[config.mk]
export PLATFORM = sky130hd
export DESIGN_NAME = keypad_scanner_flat
export DESIGN_NICKNAME = d
export VERILOG_FILES = /design/src/rtl/keypad_scanner_if.sv /design/src/rtl/keypad_scanner.sv /design/src/flat_wrapper.sv
export SDC_FILE = /design/constraint.sdc
export NUM_CORES = 1
export LEC_CHECK = 0
export BUFFER_PORTS_ARGS = -buffer_cell sky130_fd_sc_hd__buf_2
export CAP_MARGIN = 30
export CORE_MARGIN = 3
export CORE_UTILIZATION = 50
export CTS_CLUSTER_DIAMETER = 30
export CTS_CLUSTER_SIZE = 25
export DETAILED_ROUTE_END_ITERATION = 8
export PLACE_DENSITY_LB_ADDON = 0.25
export SLEW_MARGIN = 5
export SYNTH_ARGS = -nofsm -noshare
export SYNTH_HDL_FRONTEND = slang
export SYNTH_SLANG_ARGS = --single-unit
[constraint.sdc]
create_clock -name clk -period 3.3 [get_ports clk]
set_input_delay 0.33 -clock clk [delete_from_list [all_inputs] [get_ports clk]]
set_output_delay 0.33 -clock clk [all_outputs]
set_load 0.01 [all_outputs]
[src/rtl/keypad_scanner_if.sv]
// Keypad pin and key-event bundle between the scanner and its surroundings.
// master = scanner side (drives columns and key events, senses rows).
// slave  = board/user side (drives rows, observes columns and key events).
interface keypad_scanner_if;
  logic [3:0] COL;
  logic [3:0] ROW;
  logic [3:0] key_code;
  logic       key_valid;
  logic       key_down;
  logic       multi_key;

  modport master (
    output COL,
    output key_code,
    output key_valid,
    output key_down,
    output multi_key,
    input  ROW
  );

  modport slave (
    input  COL,
    input  key_code,
    input  key_valid,
    input  key_down,
    input  multi_key,
    output ROW
  );
endinterface

[src/rtl/keypad_scanner.sv]
// 4x4 matrix keypad scanner: column strobe, row sync, whole-frame debounce, single-key decode.
// Latency: key_valid one cycle after the frame that completes the debounce.
// No backpressure: key_valid is a one-cycle strobe, key_code holds until the next accepted press.
module keypad_scanner #(
  parameter logic [18:0] SCAN_DIV       = 19'd14000,
  parameter int          DEBOUNCE_SCANS = 4
) (
  input  logic             clk,
  input  logic             reset,
  keypad_scanner_if.master kp
);

  localparam logic [3:0] DB = 4'(DEBOUNCE_SCANS);

  typedef enum logic [1:0] {IDLE, HELD, BLOCKED} state_t;

  logic [18:0] div;
  logic        scan_en;
  logic [1:0]  col_idx;
  logic [3:0]  col_q;
  logic [3:0]  row_s1, row_s2;
  logic [3:0]  rows_p;
  logic [15:0] cur_frame, prev_frame, new_frame;
  logic [3:0]  stable_cnt;
  logic        frame_done, same_frame, accept;

  state_t      state, state_n;
  logic [3:0]  key_code_q, key_code_n;
  logic        key_valid_q, key_valid_n;
  logic        key_down_q, key_down_n;
  logic        multi_q, multi_n;
  logic [3:0]  held_idx, held_idx_n;
  logic        one_key;
  logic [3:0]  key_idx;

  // Hex code for frame bit index 4*col+row.
  function automatic logic [3:0] key_map(input logic [3:0] idx);
    case (idx)
      4'd0:  key_map = 4'h1;  4'd1:  key_map = 4'h4;
      4'd2:  key_map = 4'h7;  4'd3:  key_map = 4'h0;
      4'd4:  key_map = 4'h2;  4'd5:  key_map = 4'h5;
      4'd6:  key_map = 4'h8;  4'd7:  key_map = 4'hF;
      4'd8:  key_map = 4'h3;  4'd9:  key_map = 4'h6;
      4'd10: key_map = 4'h9;  4'd11: key_map = 4'hE;
      4'd12: key_map = 4'hA;  4'd13: key_map = 4'hB;
      4'd14: key_map = 4'hC;  default: key_map = 4'hD;
    endcase
  endfunction

  assign scan_en    = (div == SCAN_DIV);
  assign rows_p     = ~row_s2;
  assign frame_done = scan_en && (col_idx == 2'd3);
  assign new_frame  = {rows_p, cur_frame[11:0]};
  assign same_frame = (new_frame == prev_frame);
  assign accept     = frame_done && same_frame && (stable_cnt == DB - 4'd1);

  // Column dwell divider: scan_en fires once every SCAN_DIV+1 cycles.
  always_ff @(posedge clk or negedge reset) begin
    if (!reset) div <= '0;
    else        div <= scan_en ? '0 : div + 19'd1;
  end

  // Two-flop synchronizer for the asynchronous row inputs.
  always_ff @(posedge clk or negedge reset) begin
    if (!reset) begin
      row_s1 <= 4'hF;
      row_s2 <= 4'hF;
    end else begin
      row_s1 <= kp.ROW;
      row_s2 <= row_s1;
    end
  end

  // Capture the settled rows of the driven column, then advance the strobe.
  always_ff @(posedge clk or negedge reset) begin
    if (!reset) begin
      col_idx   <= 2'd0;
      col_q     <= 4'b1110;
      cur_frame <= '0;
    end else if (scan_en) begin
      cur_frame[{col_idx, 2'b00} +: 4] <= rows_p;
      col_idx <= col_idx + 2'd1;
      col_q   <= ~(4'b0001 << (col_idx + 2'd1));
    end
  end

  // Frame debounce: count consecutive identical frames, saturating so accept fires once.
  always_ff @(posedge clk or negedge reset) begin
    if (!reset) begin
      prev_frame <= '0;
      stable_cnt <= '0;
    end else if (frame_done) begin
      prev_frame <= new_frame;
      if (!same_frame)       stable_cnt <= '0;
      else if (stable_cnt != DB) stable_cnt <= stable_cnt + 4'd1;
    end
  end

  // Classify the candidate frame: exactly one key, and which one.
  always_comb begin
    one_key = (new_frame != '0) && ((new_frame & (new_frame - 16'd1)) == '0);
    key_idx = '0;
    for (int i = 0; i < 16; i++) begin
      if (new_frame[i]) key_idx = 4'(i);
    end
  end

  // Key FSM state and output registers.
  always_ff @(posedge clk or negedge reset) begin
    if (!reset) begin
      state       <= IDLE;
      key_code_q  <= '0;
      key_valid_q <= 1'b0;
      key_down_q  <= 1'b0;
      multi_q     <= 1'b0;
      held_idx    <= '0;
    end else begin
      state       <= state_n;
      key_code_q  <= key_code_n;
      key_valid_q <= key_valid_n;
      key_down_q  <= key_down_n;
      multi_q     <= multi_n;
      held_idx    <= held_idx_n;
    end
  end

  // Next-state logic: only accepted frames move the FSM.
  always_comb begin
    state_n     = state;
    key_code_n  = key_code_q;
    key_valid_n = 1'b0;
    key_down_n  = key_down_q;
    multi_n     = multi_q;
    held_idx_n  = held_idx;
    if (accept) begin
      case (state)
        IDLE: begin
          if (one_key) begin
            key_code_n  = key_map(key_idx);
            key_valid_n = 1'b1;
            key_down_n  = 1'b1;
            held_idx_n  = key_idx;
            state_n     = HELD;
          end else if (new_frame != '0) begin
            multi_n = 1'b1;
            state_n = BLOCKED;
          end
        end
        HELD: begin
          if (new_frame == '0) begin
            key_down_n = 1'b0;
            state_n    = IDLE;
          end else if (new_frame != (16'd1 << held_idx)) begin
            key_down_n = 1'b0;
            multi_n    = 1'b1;
            state_n    = BLOCKED;
          end
        end
        default: begin
          if (new_frame == '0) begin
            multi_n = 1'b0;
            state_n = IDLE;
          end
        end
      endcase
    end
  end

  assign kp.COL       = col_q;
  assign kp.key_code  = key_code_q;
  assign kp.key_valid = key_valid_q;
  assign kp.key_down  = key_down_q;
  assign kp.multi_key = multi_q;

endmodule
[src/flat_wrapper.sv]
// flat-port wrapper written by rule: the top's interface ports become plain ports
module keypad_scanner_flat 
#(
  parameter logic [18:0] SCAN_DIV       = 19'd14000,
  parameter int          DEBOUNCE_SCANS = 4
)
  (clk, reset, kp_COL, kp_key_code, kp_key_valid, kp_key_down, kp_multi_key, kp_ROW);
  keypad_scanner_if kp_i ();
  input  logic clk;
  input  logic reset;
  output wire logic [$bits(kp_i.COL)-1:0] kp_COL;
  output wire logic [$bits(kp_i.key_code)-1:0] kp_key_code;
  output wire logic [$bits(kp_i.key_valid)-1:0] kp_key_valid;
  output wire logic [$bits(kp_i.key_down)-1:0] kp_key_down;
  output wire logic [$bits(kp_i.multi_key)-1:0] kp_multi_key;
  input wire logic [$bits(kp_i.ROW)-1:0] kp_ROW;
  assign kp_COL = kp_i.COL;
  assign kp_key_code = kp_i.key_code;
  assign kp_key_valid = kp_i.key_valid;
  assign kp_key_down = kp_i.key_down;
  assign kp_multi_key = kp_i.multi_key;
  assign kp_i.ROW = kp_ROW;
  keypad_scanner #(.SCAN_DIV(SCAN_DIV), .DEBOUNCE_SCANS(DEBOUNCE_SCANS)) u_core (.clk(clk), .reset(reset), .kp(kp_i));
endmodule
; After elaboration in Yosys (flattened, before gate mapping)
; Memories as Yosys holds them, arrays and structs flattened. A register that Yosys moved wholly into a read port is not among the register bits.
; Index checks and enable logic that the tools add are counted.
; Widths: inputs -> output; s select.
[word_totals]
input_bits = 6
romBits = 64
n_memories = 1
elab_cells = 95
reg_bits = 78
[classes]
n_eq_ne = 15
n_addsub = 5
shifts = 4
bitwise = 3
reduce_logical = 16
n_mux = 38
[mem_list]
columns = name, words, word_bits, rd, rd_ports_with_merged_regs, wr, line_no
row1 = (no name shown), 16, 4, 1, 1, 0, keypad_scanner.sv:38  ; case (idx)
[op_table]
columns = cell, n
row1 = $mux 4, 16
row2 = $logic_not 16->1, 2
row3 = $add 19x1->19 const B, 1
row4 = $eq 19x14->1 const B, 1
row5 = $mux 19, 1
row6 = $and 16x16->16, 1
row7 = $bwmux 16, 1
row8 = $eq 16x16->1, 1
row9 = $ne 16x16->1, 1
row10 = $reduce_bool 16->1, 1
row11 = $shift 4x6->16 const A, 1
row12 = $shiftx 4x6->16, 1
row13 = $shl 1x4->16 const A, 1
row14 = $sub 16x1->16 const B, 1
row15 = $mux 1, 12
row16 = $mux 2, 5
row17 = $not 4->4, 2
row18 = $reduce_and 4->1, 2
row19 = $ne 2x1->1 const B, 3
row20 = $ne 2x2->1 const B, 3
row21 = $ne 3x1->1 const B, 2
row22 = $neg 4->6, 1
row23 = $reduce_and 6->1, 1
row24 = $add 4x1->4 const B, 1
row25 = 15 further kinds, 19

; Longest topological paths before layout
[logic_depth]
word_depth = 15
depth_mapped = 12

; Least setup slack after synthesis
; OpenSTA, ideal clock, no wires.
[synth_path]
kind = register to register
from = reg u_core.cur_frame[6]
to = reg u_core.held_idx[1]
required_ns = 3.175
stages_incl_launch_ff = 9
setup_slack_ns = 0.334
t_arrival_ns = 2.841
synth_period_minus_slack_ns = 2.966
n_path_buf = 1
path_cell_list = dfrtp_1 > buf_4 > or4_4 > nor2_2 > a32oi_1 > or4_1 > or3_4 > nor3_4 > mux2_2
[synth_between]
elab_chain_cells = 10
elab_cells_between_ends = 19
cone_classes = add/sub: 1 / eq/ne: 1 / mux: 10 / bitwise: 1 / reduce/logical: 6
[synth_rtl]
columns = element, line_no
row1 = start: declaration, keypad_scanner.sv:23  ; logic [15:0] cur_frame, prev_frame, new_frame;
row2 = start signal: indexed assignment, keypad_scanner.sv:81  ; cur_frame[{col_idx, 2'b00} +: 4] <= rows_p;
row3 = branches (longest 10 deep; another with $sub 16x1->16), --
row4 = end signal: assignment, keypad_scanner.sv:123  ; held_idx <= held_idx_n;
row5 = end: declaration, keypad_scanner.sv:32  ; logic [3:0] held_idx, held_idx_n;
; Parallel ways; which one is timed is not known.
; A chain may end at the register's enable or synchronous reset.

; Final worst setup path
[layout_path]
from = reg u_core.cur_frame[0]
to = reg u_core.key_code_q[3] (netlist: u_core.kp.key_code[3])
[layout_between]
elab_chain_cells = 5
elab_cells_between_ends = 9
cone_classes = add/sub: 1 / eq/ne: 1 / bitwise: 1 / reduce/logical: 6
[layout_rtl]
columns = element, line_no
row1 = $sub 16x1->16, keypad_scanner.sv:101  ; one_key = (new_frame != '0) && ((new_frame & (new_frame - 16'd1)) == '0);
row2 = $and 16x16->16, keypad_scanner.sv:101
row3 = $logic_not 16->1, keypad_scanner.sv:101
row4 = $logic_and 1x1->1, keypad_scanner.sv:101
row5 = $reduce_and 3->1 (no line) *, --
row6 = end: declaration, keypad_scanner.sv:28  ; logic [3:0] key_code_q, key_code_n;
; Every way passes the cells marked *; elsewhere a longest branch is shown, timed or not.

==> results by group <==
Floorplan
  • Initial core utilization: 0.5213
  • Io pins: 17
  • DIE HEIGHT: 99.25 µm
  • Core area: 0.008341 mm²
  • Number of cell rows: 33
  • Die X: 99.25 µm
  • Die area: 0.009851 mm²

STA
  • Period minus WS final: 2968 ps
  • Final Hold Fails: 0
  • Final period utilization: 0.8993
  • Setup TNS Final: 0 ps
  • Skew final: 10.77 ps
  • Achievable Freq: 337.0 MHz
  • Fin. max-slew vios: 0
  • Slew HR: 0.5986
  • RSZ-0062 raised after global routing: false
  • Setup-failing EPs final: 0
  • Worst Tran Pin Value: 596.6 ps

Synth
  • Post-synthesis net count: 474
  • Distinct cells, synth: 61
  • Most area-consuming cells after synthesis: dfrtp_1 39%, dfstp_2 6.6%, nand2_1 6.5%
  • Sequential share of the synthesized area: 0.4521
  • Ys flop type: dfrtp_1
  • Syn Area/Cell: 9.514 µm²
  • EDFF count, synth: 0
  • Async SR Flop Fraction: 1.000
  • Top cell type's share of synthesized area: 0.3856
  • Yosys Warn Count: 0
  • Post-synth top area cell: dfrtp_1
  • Mapped Cells: 457
  • Post-Syn Area: 0.004348 mm²
  • Flops & latches, synth: 78

Clocking
  • Total CTS buffers: 9
  • Clk_lat worst skew: 350 ps
  • CTS tree: yes
  • Clock transition at path regs: 90 ps
  • CTS Sinks: 78
  • Longest Clk Path Bufs: 2
  • Root Driver: clkbuf_8
  • H-tree depth: 3

Placement
  • DP HPWL: 6.728 mm
  • Buffers on Ports: 16
  • GPL Wtd Cong: 0.8972

Routing
  • WL per Instance: 16.60 µm
  • DRT iter0 DRCs: 238
  • Post-Route WL: 9.743 mm
  • Vias: 3429
  • Drt drc: 0
  • Antenna-violating nets left: 0
  • Mean number of vias per cell: 5.842
  • Drt first pass iters: 4

Worst hold path
  • Min-Delay Path Class: in -> reg

Global route
  • Number of global-route vias before repair: 3403
  • Initial antenna violation count: 0
  • First-pass GRT wire length: 16.64 mm
  • GRT overflow: 0
  • Largest net degree at the start of global routing: 79
  • Gr usage total: 0.2114

Cells and area
  • Diode count: 0
  • Fillers: 739
  • Commonest non-fill, non-tap cell in the layout: nand2_1
  • Fin nets: 494
  • P&R area growth vs syn: 9.870%
  • Commonest cells after routing, fill and taps aside: 75 x nand2_1, 67 x dfrtp_1, 28 x o21ai_0
  • Layout cell share with drive strength beyond 1: 0.1660
  • Sequential Area: 0.001966 mm²
  • Area of the multi-input gates: 0.002132 mm²

Status
  • Outcome: complete, no violations

Pwr
  • Total power: 1.846 mW
  • Sw frac: 0.2307
  • Logic pwr share: 0.034
  • Share of total power in the clock network: 0.437
  • Internal power: 1.420 mW
  • Switching pwr: 0.4258 mW
  • Peak supply drop: 0.2348 mV
  • Leakage: 2.176 nW
  • Reg power frac: 0.530
  • PD cells: 386.4 mW/mm²

Critical path
  • Worst Path Max Fanout: 10
  • Crit path launch type: register
  • R2R setup slack: 330 ps
  • CP Capture Type: register
  • WP data required: 3530 ps
  • Critical path class: reg -> reg
  • Critical path arrival: 3200 ps

Flow run
  • Max Cap Viol: 0
critical path: stages, from the launching register on:
cell     delay, ps
dfrtp_1        420
or4_1          590
nor3_1         210
o22ai_1        120
or4_1          440
or3_4          390
nor3_4         200
buf_12         150
mux2_2         330
path summary, 6_finish.rpt:
check / start / to / cells after the start
max: u_core.cur_frame[0] / u_core.kp.key_code[3] / 8
min reg2reg: u_core.row_s1[0] / u_core.row_s2[0] / 0
min: kp_ROW[1] / u_core.row_s1[1] / 1
min in group asynchronous: reset / u_core.held_idx[2] / 2
max in group asynchronous: reset / u_core.row_s2[1] / 3
max reg2reg: u_core.cur_frame[0] / u_core.kp.key_code[3] / 8
power groups by stage:
stage               sequential [mW]  combinational, mW  clock, mW
finish                        0.978             0.0622      0.806
global route                  0.978             0.0702      0.857
CTS                           0.977             0.0583      0.819
detailed placement            0.995             0.0580          0
global placement              0.995             0.0566          0
floorplan                     0.985             0.0341          0
logic make-up after synthesis:
logic type / share of synthesized area
AO/OA/AOI/OAI: 0.1424
flip-flops: 0.4521
multiplexers: 0.02043
buffers and inverters: 0.05755
AND/OR/NAND/NOR: 0.2227
adder cells (fa/ha/maj): 0.03626
XOR/XNOR: 0.06849
area by class of cell:
class                      instances  share of cell area
tap                              105             0.02750
clock buffer                      10             0.02672
clock inverter                     6             0.01938
multi-input combinational        335              0.4463
timing repair buffer              35             0.05448
inverter                          18             0.01414
sequential                        78              0.4115
flip-flops by register name (all words and copies together), names as in the netlist, 2 cells and up:
name / flops
u_core.held_idx: 4
u_core.kp.COL: 4
u_core.row_s2: 4
u_core.state: 2
u_core.cur_frame: 12
u_core.row_s1: 4
u_core.prev_frame: 16
u_core.stable_cnt: 4
u_core.div: 19
u_core.col_idx: 2
u_core.kp.key_code: 4
layer usage:
metal | global-route usage | wire length [µm] | vias to the layer above
li1 | - | - | 1651
met1 | 0.2892 | 4480 | 1652
met2 | 0.3352 | 4585 | 109
met3 | 0.04348 | 505 | 17
met4 | 0.07458 | 171 | 0
met5 | 0 | 0 | -
synth_stat cells (all sizes together), types with 2 or more instances:
cell type / count
nand2: 75
dfrtp: 67
nor2: 28
o21ai: 28
clkbuf: 24
xor2: 20
inv: 18
o31ai: 16
a21oi: 15
xnor2: 14
nand3: 12
nor4: 12
dfstp: 11
ha: 11
mux2: 7
nor2b: 6
nor3: 6
and3: 5
nand2b: 5
nand3b: 5
or3: 5
or4: 5
a211oi: 4
nand4: 4
nor4b: 4
nor4bb: 4
a2111oi: 3
o22ai: 3
a22oi: 2
a2bb2oi: 2
a31o: 2
a32oi: 2
and2: 2
buf: 2
maj3: 2
nor3b: 2
o211ai: 2
o21a: 2
o21bai: 2
o221ai: 2
o311ai: 2
o41ai: 2
or3b: 2
stage by stage:
step	hold slack, ps	setup slack [ps]	instance area (µm²)	instances	util
finish	63.09	332.4	4777	587	0.5728
CTS	53.63	334.1	4740	585	0.5683
floorplan	34.41	334.1	4348	457	-
global placement	347.9	387.7	4519	569	0.5419
detailed placement	347.0	365.1	4519	569	0.5419
global route	44.06	209.0	4777	587	0.5728
what timing repair did:
item | in CTS | in global routing
resized for setup | 0 | 0
hold buffers | 0 | 1
setup buffers | 0 | 0
endpoints found under the hold margin | 0 | 7
No activity file was read; power rests on OpenSTA's default activity.
